`src/rtl/mux_col_pkg.sv`:
```
// Shared types and the round-robin pick used by the column scheduler.
package mux_col_pkg;

    localparam int NUM_REQ = 4;
    localparam int SEL_W   = 2;

    typedef enum logic {
        IDLE  = 1'b0,
        GRANT = 1'b1
    } state_e;

    // First set bit of valid, searching upward from last+1 with wrap; the
    // just-served index is therefore examined last.
    function automatic logic [SEL_W-1:0] rr_next(input logic [NUM_REQ-1:0] valid,
                                                 input logic [SEL_W-1:0]   last);
        logic [SEL_W-1:0] idx;
        logic             found;
        rr_next = last;
        found   = 1'b0;
        for (int i = 1; i <= NUM_REQ; i++) begin
            idx = last + SEL_W'(i);
            if (!found && valid[idx]) begin
                rr_next = idx;
                found   = 1'b1;
            end
        end
    endfunction

endpackage

```
`src/rtl/mux_col.sv`:
```
// Four-way column data mux driven by the scheduler's grant index.
module mux_col
    import mux_col_pkg::*;
#(
    parameter int COL = 3
) (
    input  logic [SEL_W-1:0] sel_i,
    input  logic [COL-1:0]   data0_i,
    input  logic [COL-1:0]   data1_i,
    input  logic [COL-1:0]   data2_i,
    input  logic [COL-1:0]   data3_i,
    output logic [COL-1:0]   data_o
);

    always_comb begin
        data_o = data0_i;
        case (sel_i)
            2'd0:    data_o = data0_i;
            2'd1:    data_o = data1_i;
            2'd2:    data_o = data2_i;
            default: data_o = data3_i;
        endcase
    end

endmodule

```
`src/rtl/mux_col_rr_sched.sv`:
```
// Round-robin burst scheduler sharing one column datapath between four
// requesters, with a single registered valid/ready output stage.
module mux_col_rr_sched
    import mux_col_pkg::*;
#(
    parameter int COL   = 3,
    parameter int BURST = 4,
    parameter int CNT_W = $clog2(BURST + 1)
) (
    input  logic               i_clk,
    input  logic               i_rst,
    input  logic [NUM_REQ-1:0] i_valid,
    input  logic [COL-1:0]     i_data1,
    input  logic [COL-1:0]     i_data2,
    input  logic [COL-1:0]     i_data3,
    input  logic [COL-1:0]     i_data4,
    output logic [NUM_REQ-1:0] o_ready,
    input  logic               i_ready,
    output logic               o_valid,
    output logic [COL-1:0]     o_data,
    output logic [SEL_W-1:0]   o_sel,
    output logic               o_busy
);

    localparam logic [CNT_W-1:0] BURST_C = CNT_W'(BURST);

    state_e           state_q, state_d;
    logic [SEL_W-1:0] sel_q, sel_d;
    logic [SEL_W-1:0] last_q, last_d;
    logic [CNT_W-1:0] cnt_q, cnt_d;
    logic [CNT_W-1:0] cnt_inc;
    logic             vld_q, vld_d;
    logic [COL-1:0]   data_q, data_d;
    logic [COL-1:0]   mux_data;
    logic             grant_rdy;
    logic             accept;

    mux_col #(.COL(COL)) u_mux (
        .sel_i   (sel_q),
        .data0_i (i_data1),
        .data1_i (i_data2),
        .data2_i (i_data3),
        .data3_i (i_data4),
        .data_o  (mux_data)
    );

    // The granted requester may push whenever the output stage is empty or draining.
    assign grant_rdy = (state_q == GRANT) && (!vld_q || i_ready);
    assign accept    = grant_rdy && i_valid[sel_q];
    assign cnt_inc   = cnt_q + CNT_W'(1);

    always_comb begin
        o_ready        = '0;
        o_ready[sel_q] = grant_rdy;
    end

    always_comb begin
        state_d = state_q;
        sel_d   = sel_q;
        last_d  = last_q;
        cnt_d   = cnt_q;
        vld_d   = vld_q;
        data_d  = data_q;

        if (accept) begin
            data_d = mux_data;
            vld_d  = 1'b1;
        end else if (vld_q && i_ready) begin
            vld_d = 1'b0;
        end

        case (state_q)
            IDLE: begin
                if (|i_valid) begin
                    sel_d   = rr_next(i_valid, last_q);
                    cnt_d   = '0;
                    state_d = GRANT;
                end
            end
            GRANT: begin
                if (accept) begin
                    cnt_d = cnt_inc;
                    if (cnt_inc == BURST_C) begin
                        state_d = IDLE;
                        last_d  = sel_q;
                    end
                end else if (grant_rdy) begin
                    // Ready was offered but the requester had nothing: give up the grant.
                    state_d = IDLE;
                    last_d  = sel_q;
                end
            end
            default: state_d = IDLE;
        endcase
    end

    always_ff @(posedge i_clk) begin
        if (i_rst) begin
            state_q <= IDLE;
            sel_q   <= '0;
            last_q  <= SEL_W'(NUM_REQ - 1);
            cnt_q   <= '0;
            vld_q   <= 1'b0;
            data_q  <= '0;
        end else begin
            state_q <= state_d;
            sel_q   <= sel_d;
            last_q  <= last_d;
            cnt_q   <= cnt_d;
            vld_q   <= vld_d;
            data_q  <= data_d;
        end
    end

    assign o_valid = vld_q;
    assign o_data  = data_q;
    assign o_sel   = sel_q;
    assign o_busy  = (state_q == GRANT);

endmodule

```
`config.mk`:
```
export PLATFORM = sky130hd
export DESIGN_NAME = mux_col_rr_sched
export DESIGN_NICKNAME = d
export VERILOG_FILES = /design/src/rtl/mux_col_pkg.sv /design/src/rtl/mux_col.sv /design/src/rtl/mux_col_rr_sched.sv
export SDC_FILE = /design/constraint.sdc
export NUM_CORES = 1
export LEC_CHECK = 0
export CORE_MARGIN = 3
export CORE_UTILIZATION = 41
export DETAILED_ROUTE_END_ITERATION = 8
export GPL_ROUTABILITY_DRIVEN = 0
export GPL_TIMING_DRIVEN = 0
export PLACE_DENSITY = 0.87
export SYNTH_ARGS = -nofsm -noshare
export SYNTH_HDL_FRONTEND = slang
export SYNTH_SLANG_ARGS = --single-unit
```
`constraint.sdc`:
```
create_clock -name i_clk -period 1.75 [get_ports i_clk]
set_input_delay 0.2625 -clock i_clk [delete_from_list [all_inputs] [get_ports i_clk]]
set_output_delay 0.2625 -clock i_clk [all_outputs]
set_load 0.1 [all_outputs]
```
==> impl_metrics.ini <==
[pwr]
powerDensity_nw_per_um2 = 1100
leakagePower_uw = 0.000457
vdd_drop_max_mv = 0.574

[worst_setup_path]
worstSetupPathType = flop to output pin
r2r-start = o_sel[0]
critical_path.top_delay_family = buffers and inverters
r2r_setup_slack_ns = 0.20
arrival_ns = 1.44
setup.worst_path.end_class = output pin
critPathMaxFanout = 2
cpMaxStageDelayCell = clkdlybuf4s15_1
cp-start-kind = flop
critPathRequiredTime_ns = 1.49
reg2reg_depth = 5
max_stage_delay_ns = 0.82
crit_buf_inv = 1
r2r-end = cnt_q[0]
critical_path.cell_chain = clkdlybuf4s15_1

[placement]
placed_cells = 144
place_hpwl_mm = 1.61
pre_cts_ws_ns = -0.818
io_buffers = 26

[clocking]
cts_made_buffers = 3
clock_path_buffers = 2
clkSinkCount = 12
cts_hold_buf = 0
clk_pin_slew_worst_paths_ns = 0.08
cts_tree = yes
insertion_delay_ns = 0.28
root_buffer = clkbuf_4
htreeDepth = 1

[die]
dieArea_um2 = 2560
core_um2 = 1800
die_width_um = 50.6
die_y_um = 50.6
std_cell_rows = 15
start_util_pct = 45.2
ios = 30

[global_route]
grt-ovfl-total = 0
grt_pass1_vias = 772
antenna_found_initial = 0
grt_pass1_wl_mm = 3.53
grt_max_degree = 11
grt_usage_pct = 18.2

[routing]
first_iter_violations = 23
viasPerCell = 5.59
num_vias = 827
wirelength_mm = 2.14
wl_per_cell_um = 14.4
ant_nets = 0
first_pass_iters = 4
drc = 0

[sta]
rsz0062_at_grt = false
report.final.slew_viol_count = 0
timing.final.hold_violations = 0
worst_pin_slew_ns = 0.957
fin_ws_ns = 0.0512
setup-tns-final_ns = 0
worst_hold_slack_ns = 0.428
layout_min_cycle_time_ns = 1.70
fin_skew_ns = 0.0122
slew-limit-headroom_pct = 36.4
setup_violations = 0
period_share_pct = 97.1
fmax_mhz = 589

[synthesis]
synth.distinct_cells = 32
syn_inst = 93
syn_nets = 114
ys_warn_count = 0
netlist_area_um2 = 815
synth-seq-area-share_pct = 29.5
avgSynthCellArea_um2 = 8.76
synth-seq-cells = 12

[outcome]
status = completed

[final_layout]
layout.nets = 145
finalNonFillerCells = 148
insertedDiodeCount = 0
final_common_cell = clkdlybuf4s50_1
fin_util_pct = 67.2
mostFrequentLayoutCells = clkdlybuf4s50_1, a21oi_1, nand2_1, nor2_1, dfxtp_1
drive_gt1_share_pct = 30.1
syn2layout_area_growth_pct = 48.7

[min_path]
hold_depth = 4
hold_path.startpoint = i_valid[2]
hold_end = o_sel[0]
hp-class = input port to flop

[flow_run]
max-cap-violations = 0
## sequential cells by signal, indices dropped and copies added, names as in the netlist
register / flops
o_busy: 1
o_valid: 1
cnt_q: 3
last_q: 2
o_data: 3
o_sel: 2
## cell usage after synthesis (all sizes together)
master,count,area (um2)
a21boi,2,15.0
a21oi,11,55.1
a2bb2oi,2,17.5
a311oi,1,8.76
and3,1,6.26
and4,1,8.76
buf,7,50.1
clkbuf,2,7.51
dfxtp,12,240
ha,2,25.0
inv,2,7.51
mux2i,4,40.0
mux4,4,90.1
nand2,9,33.8
nand2b,4,25.0
nand3,4,25.0
nand3b,1,7.51
nor2,8,30.0
nor2b,1,8.76
nor3,3,15.0
nor3b,4,35.0
nor4,1,6.26
o211ai,1,7.51
o221ai,2,17.5
o22ai,1,6.26
o311ai,1,8.76
or2,1,6.26
or4b,1,10.0
## through the flow
| stage | power (uW) | area [um2] |
|---|---|---|
| 2_1_floorplan | 997 | 900 |
| 5_1_grt | 1410 | 1210 |
| 3_5_place_dp | 1180 | 1190 |
| 6_report | 1340 | 1210 |
| 4_1_cts | 1350 | 1210 |
| 3_3_place_gp | 1160 | 1190 |
## cells by family (layout without fill, tap and decap cells)
group / Yosys count / after routing / share of synthesized area (%)
buf+inv: 11 / 41 / 7.99
flops: 12 / 12 / 29.5
compound gates: 21 / 21 / 16.7
fa+ha+maj: 2 / 2 / 3.07
simple gates: 39 / 39 / 26.7
mux: 8 / 8 / 16.0
## routing by layer
layer | global-route usage (%) | up-vias | wire [um]
li1 | - | 403 | -
met1 | 22.1 | 400 | 889
met2 | 31.7 | 24 | 1160
met3 | 4.75 | 0 | 87
met4 | 4.48 | 0 | 0
met5 | 0 | - | 0
## final cells by class
class                      count  area (um2)
inverter                       2        7.51
sequential                    12         255
buffer                         9        77.6
multi-input combinational     70         559
fill                         142         591
timing repair buffer          26         254
clock buffer                   4        26.3
tap                           25        31.3
## where the power goes
group / switching [uW] / internal [uW] / leakage [uW]
Sequential: 47.4 / 324 / 0.000101
Clock: 92.0 / 88.3 / 0.0000150
Combinational: 522 / 265 / 0.000341
Total: 661 / 677 / 0.000457
## timing repair
| item | 4_1_cts | 5_1_grt |
|---|---|---|
| resized for setup | 38 | 8 |
| endpoints found under the setup margin | 11 | 7 |
| setup buffers | 0 | 0 |
| gates cloned | 0 | 0 |
## worst max-delay path by stage
stage | from | to | slack (ns) | depth (start not counted)
global route | o_data[0] | o_data[0] | 0.003 | 1
finish | o_data[0] | o_data[0] | 0.05 | 1
detailed placement | i_ready | o_ready[1] | -0.82 | 5
CTS | o_data[2] | o_data[2] | 0.008 | 1
global placement | i_ready | o_ready[1] | -0.80 | 5
floorplan | o_sel[0] | o_ready[1] | -0.1 | 2
Power figures use the tool's default switching activity.
==> variant 1, RTL diff (same settings) <==
Change the package constant `SEL_W` from 2 to 4.
--- a/src/rtl/mux_col_pkg.sv
+++ b/src/rtl/mux_col_pkg.sv
@@ -2,7 +2,7 @@
 package mux_col_pkg;
 
     localparam int NUM_REQ = 4;
-    localparam int SEL_W   = 2;
+    localparam int SEL_W   = 4;
 
     typedef enum logic {
         IDLE  = 1'b0,
Interface: changed (resized o_sel); port bits go from 30 to 32. No check against the original RTL was run, so the function may have changed too.
==> variant 1 against the unedited design <==
- core utilization decreased by 0.095 points
- combinational power increased by 30%
- the run now ends with setup timing left
- clock skew decreased by 9.8 ps
- worst hold slack got worse by 3.1 ps
- cell count increased by 49%
- area after synthesis increased by 52%
- total power increased by 28%
- wire length increased by 69%
- sequential cell count increased by 4
- largest cell class unchanged
- synthesized cell count increased by 56%
- setup slack got worse by 320 ps
- design area increased by 55%
==> variant 1: results (changes against the unedited design) <==
share of post-route cells with drive strength above 1=38.6% (was 30.1%); iteration count of the initial detailed-routing pass=6 (was 4); met1 usage=22.8% (was 22.1%); final setup fails=8 (was 0); Via Count=1314 (was 827); Logic pwr share=59.4% (was 58.8%); Area after DPL=1700 µm² (was 1190 µm²); leakage power=0.739 nW (was 0.457 nW); Commonest cells post-synth=16 x dfxtp_1, 13 x a21oi_1, 12 x nand2_1, 12 x nor2_1, 8 x inv_1 (was 12 x dfxtp_1, 11 x a21oi_1, 9 x nand2_1, 8 x nor2_1); sequential-to-total area share from yosys stat=25.9% (was 29.5%); fraction of area in clock buffers and inverters=1.93% (was 2.17%); met3 Track Usage GR=2.13% (was 4.75%); WHS Path Cells=3 (was 4); dpl cells=206 (was 144); Non-clk invs=8 (was 2); crit-path max FO=7 (was 2); internal power=0.943 mW (was 0.677 mW); outcome=finished, violations left (was finished, final reports clean); WL/cell=16.4 µm (was 14.4 µm); failing checks=setup timing; register bit total from synthesis=16 (was 12); syn_nets=170 (was 114); post-synth cell types=38 (was 32); WS Path Type=reg2reg (was reg2out); CORE AREA=2810 µm² (was 1800 µm²); uppermost layer routed=met4 (was met3); Non-clk bufs=49 (was 35); fillers=212 (was 142); combinational power=1.02 mW (was 0.787 mW); buffer count from post-CTS setup fixing=10 (was 0); metal3 WL=199 µm (was 87 µm); Seq pwr share=26.5% (was 27.7%); worst vdd ir=409 µV (was 574 µV); WL met1=1.46 mm (was 889 µm); first-pass GRT wire length=5.82 mm (was 3.53 mm); met2 WL=1.89 mm (was 1.16 mm); CP delay by family, top=multiplexers (was buffers and inverters); PnR worst setup slack=-271 ps (was 51.2 ps); FF-to-FF path depth=8 (was 5); nets=215 (was 145); sequential cell area share=18.5% (was 21.1%); post-synthesis cell count=145 (was 93); dominant cells by area after synthesis=dfxtp_1 26%, mux4_1 6.4%, ha_1 6.1% (was dfxtp_1 29%, mux4_2 11%, a21oi_1 6.8%); # port buffers=30 (was 26); Slew @ Worst Pin=944 ps (was 957 ps); multi-input gates=112 (was 70); Routed WL=3.61 mm (was 2.14 mm)
variant 1: per-stage QoR:
stage	utilization, %	worst slack (ps)
2_1_floorplan	-	-447
3_3_place_gp	60.7	-1140
3_5_place_dp	60.7	-1170
4_1_cts	66.5	-270
5_1_grt	67.1	-335
6_report	67.1	-271
variant 1: path summary, 6_finish.rpt:
kind / slack (ps) / to
min reg2reg: 460 / o_data[1]
max reg2reg: -270 / o_sel[2]
min: 430 / o_valid
max: -270 / o_sel[2]
variant 1: logic make-up (layout without fill, tap and decap cells):
| kind of cell | count (synthesis) | after routing | share of synthesized area (%) |
|---|---|---|---|
| compound gates | 44 | 44 | 23.7 |
| xor+xnor | 4 | 4 | 2.83 |
| fa+ha+maj | 6 | 6 | 6.07 |
| buf+inv | 17 | 61 | 6.07 |
| flops | 16 | 16 | 25.9 |
| mux | 14 | 14 | 17.9 |
| simple gates | 44 | 44 | 17.5 |
==> variant 2, RTL diff (same flow settings) <==
Made on the original files. Make the reset (`i_rst`) asynchronous in one clocked block.
--- a/src/rtl/mux_col_rr_sched.sv
+++ b/src/rtl/mux_col_rr_sched.sv
@@ -94,7 +94,7 @@
         endcase
     end
 
-    always_ff @(posedge i_clk) begin
+    always_ff @(posedge i_clk or posedge i_rst) begin
         if (i_rst) begin
             state_q <= IDLE;
             sel_q   <= '0;
Check against the original RTL: differs if i_rst is asserted again (counterexample within 4 cycles, from zero or initial values and one cycle with i_rst high); with i_rst held inactive, the same outputs for 10 cycles.
==> variant 2 against the unedited design <==
- the run now ends with setup timing left
- count of clock-buffer cells in the layout unchanged
- sequential cell count unchanged
- design area up 3.2%
- synthesized cell count down 24%
- non-clock buffer count up 1
- wire length up 1.9%
- area after synthesis down 5.8%
- setup slack worse by 94 ps
- critical endpoint is now last_q[0]
- largest cell class unchanged
- highest routed layer is now met4
Power is not shown: default switching activity piles up to over one toggle a cycle in this logic, so the estimate is an artifact.
==> variant 2: results (changes against the unedited design) <==
outcome=finished, violations left (was finished, final reports clean); failing checks=setup timing; Routed WL=2.18 mm (was 2.14 mm); multiplexer area fraction after synthesis=27.4% (was 16.0%); met1 usage=19.1% (was 22.1%); metal3 WL=89 µm (was 87 µm); post-synthesis async set-or-reset flop share=100% (was 0%); Worst Path Arrival=2010 ps (was 1440 ps); 1st-iter DRT viols=30 (was 23); fillers=113 (was 142); uppermost layer routed=met4 (was met3); met3 Track Usage GR=3.67% (was 4.75%); Slowest Stage Delay on Critical Path=410 ps (was 820 ps); Via Count=726 (was 827); final setup fails=1 (was 0); Post-Synth Adder-Cell Area=3.26% (was 3.07%); PnR worst setup slack=-42.3 ps (was 51.2 ps); syn_nets=92 (was 114); nets=131 (was 145); post-detail-place hpwl=1.53 mm (was 1.61 mm); Mean Syn Cell Area=10.8 µm² (was 8.76 µm²); post-synth cell types=25 (was 32); share of post-route cells with drive strength above 1=39.4% (was 30.1%); Compound-Gate Fraction of Synth Area=9.46% (was 16.7%); Synth Flop Type=dfrtp_1 (was dfxtp_1); Hold/Removal Path Class=in2async (was in2reg); crit-path max FO=3 (was 2); met2 Resource Use GR=29.7% (was 31.7%); dpl cells=125 (was 144); vias in the first global route=681 (was 772)
==> variant 2: cell count changes after synthesis, sizes merged, moves of 3 or more <==
cell	before	now
dfxtp	12	0
dfrtp	0	10
a21oi	11	3
buf	7	2
mux2	0	5
nand3	4	0
o21ai	0	4
nor3	3	0
==> variant 2: stage by stage <==
step                hold slack, ps  setup slack [ps]
finish                         287             -42.3
global route                   360             -88.7
CTS                            304              6.08
detailed placement             500              -872
global placement               470              -862
floorplan                      126              -247
==> variant 2: cell families (layout without fill, tap and decap cells) <==
logic type	Yosys count	count (layout)
buffers and inverters	5	43
AND/OR/NAND/NOR	26	26
AO/OA/AOI/OAI	12	12
multiplexers	14	14
adder cells (fa/ha/maj)	2	2
flip-flops	12	12
==> variant 2: what timing repair did <==
item / 4_1_cts / 5_1_grt
setup endpoints to repair: 12 / 8
buffers inserted: 0 / 5
pin swaps: 0 / 2
gates resized for setup: 46 / 11
==> variant 2: final cells by class <==
type / count / area, µm² / share of cell area, %
Multi-Input combinational cell: 54 / 487 / 38.9
Timing Repair Buffer: 34 / 344 / 27.5
Sequential cell: 12 / 318 / 25.4
Clock buffer: 4 / 36.3 / 2.90
Tap cell: 25 / 31.3 / 2.50
Buffer: 2 / 22.5 / 1.80
Inverter: 3 / 11.3 / 0.901
==> variant 2: path summary, 6_finish.rpt <==
kind | from | cells after the start | slack (ps) | end
worst max-delay path | cnt_q[0] | 5 | -40 | last_q[0]
min in group i_clk | cnt_q[0] | 1 | 520 | cnt_q[0]
worst max register to register | cnt_q[0] | 5 | -40 | last_q[0]
worst min register to register | cnt_q[0] | 1 | 520 | cnt_q[0]
max in group asynchronous | i_rst | 2 | 1100 | o_valid
worst min-delay path | i_rst | 2 | 290 | o_sel[1]
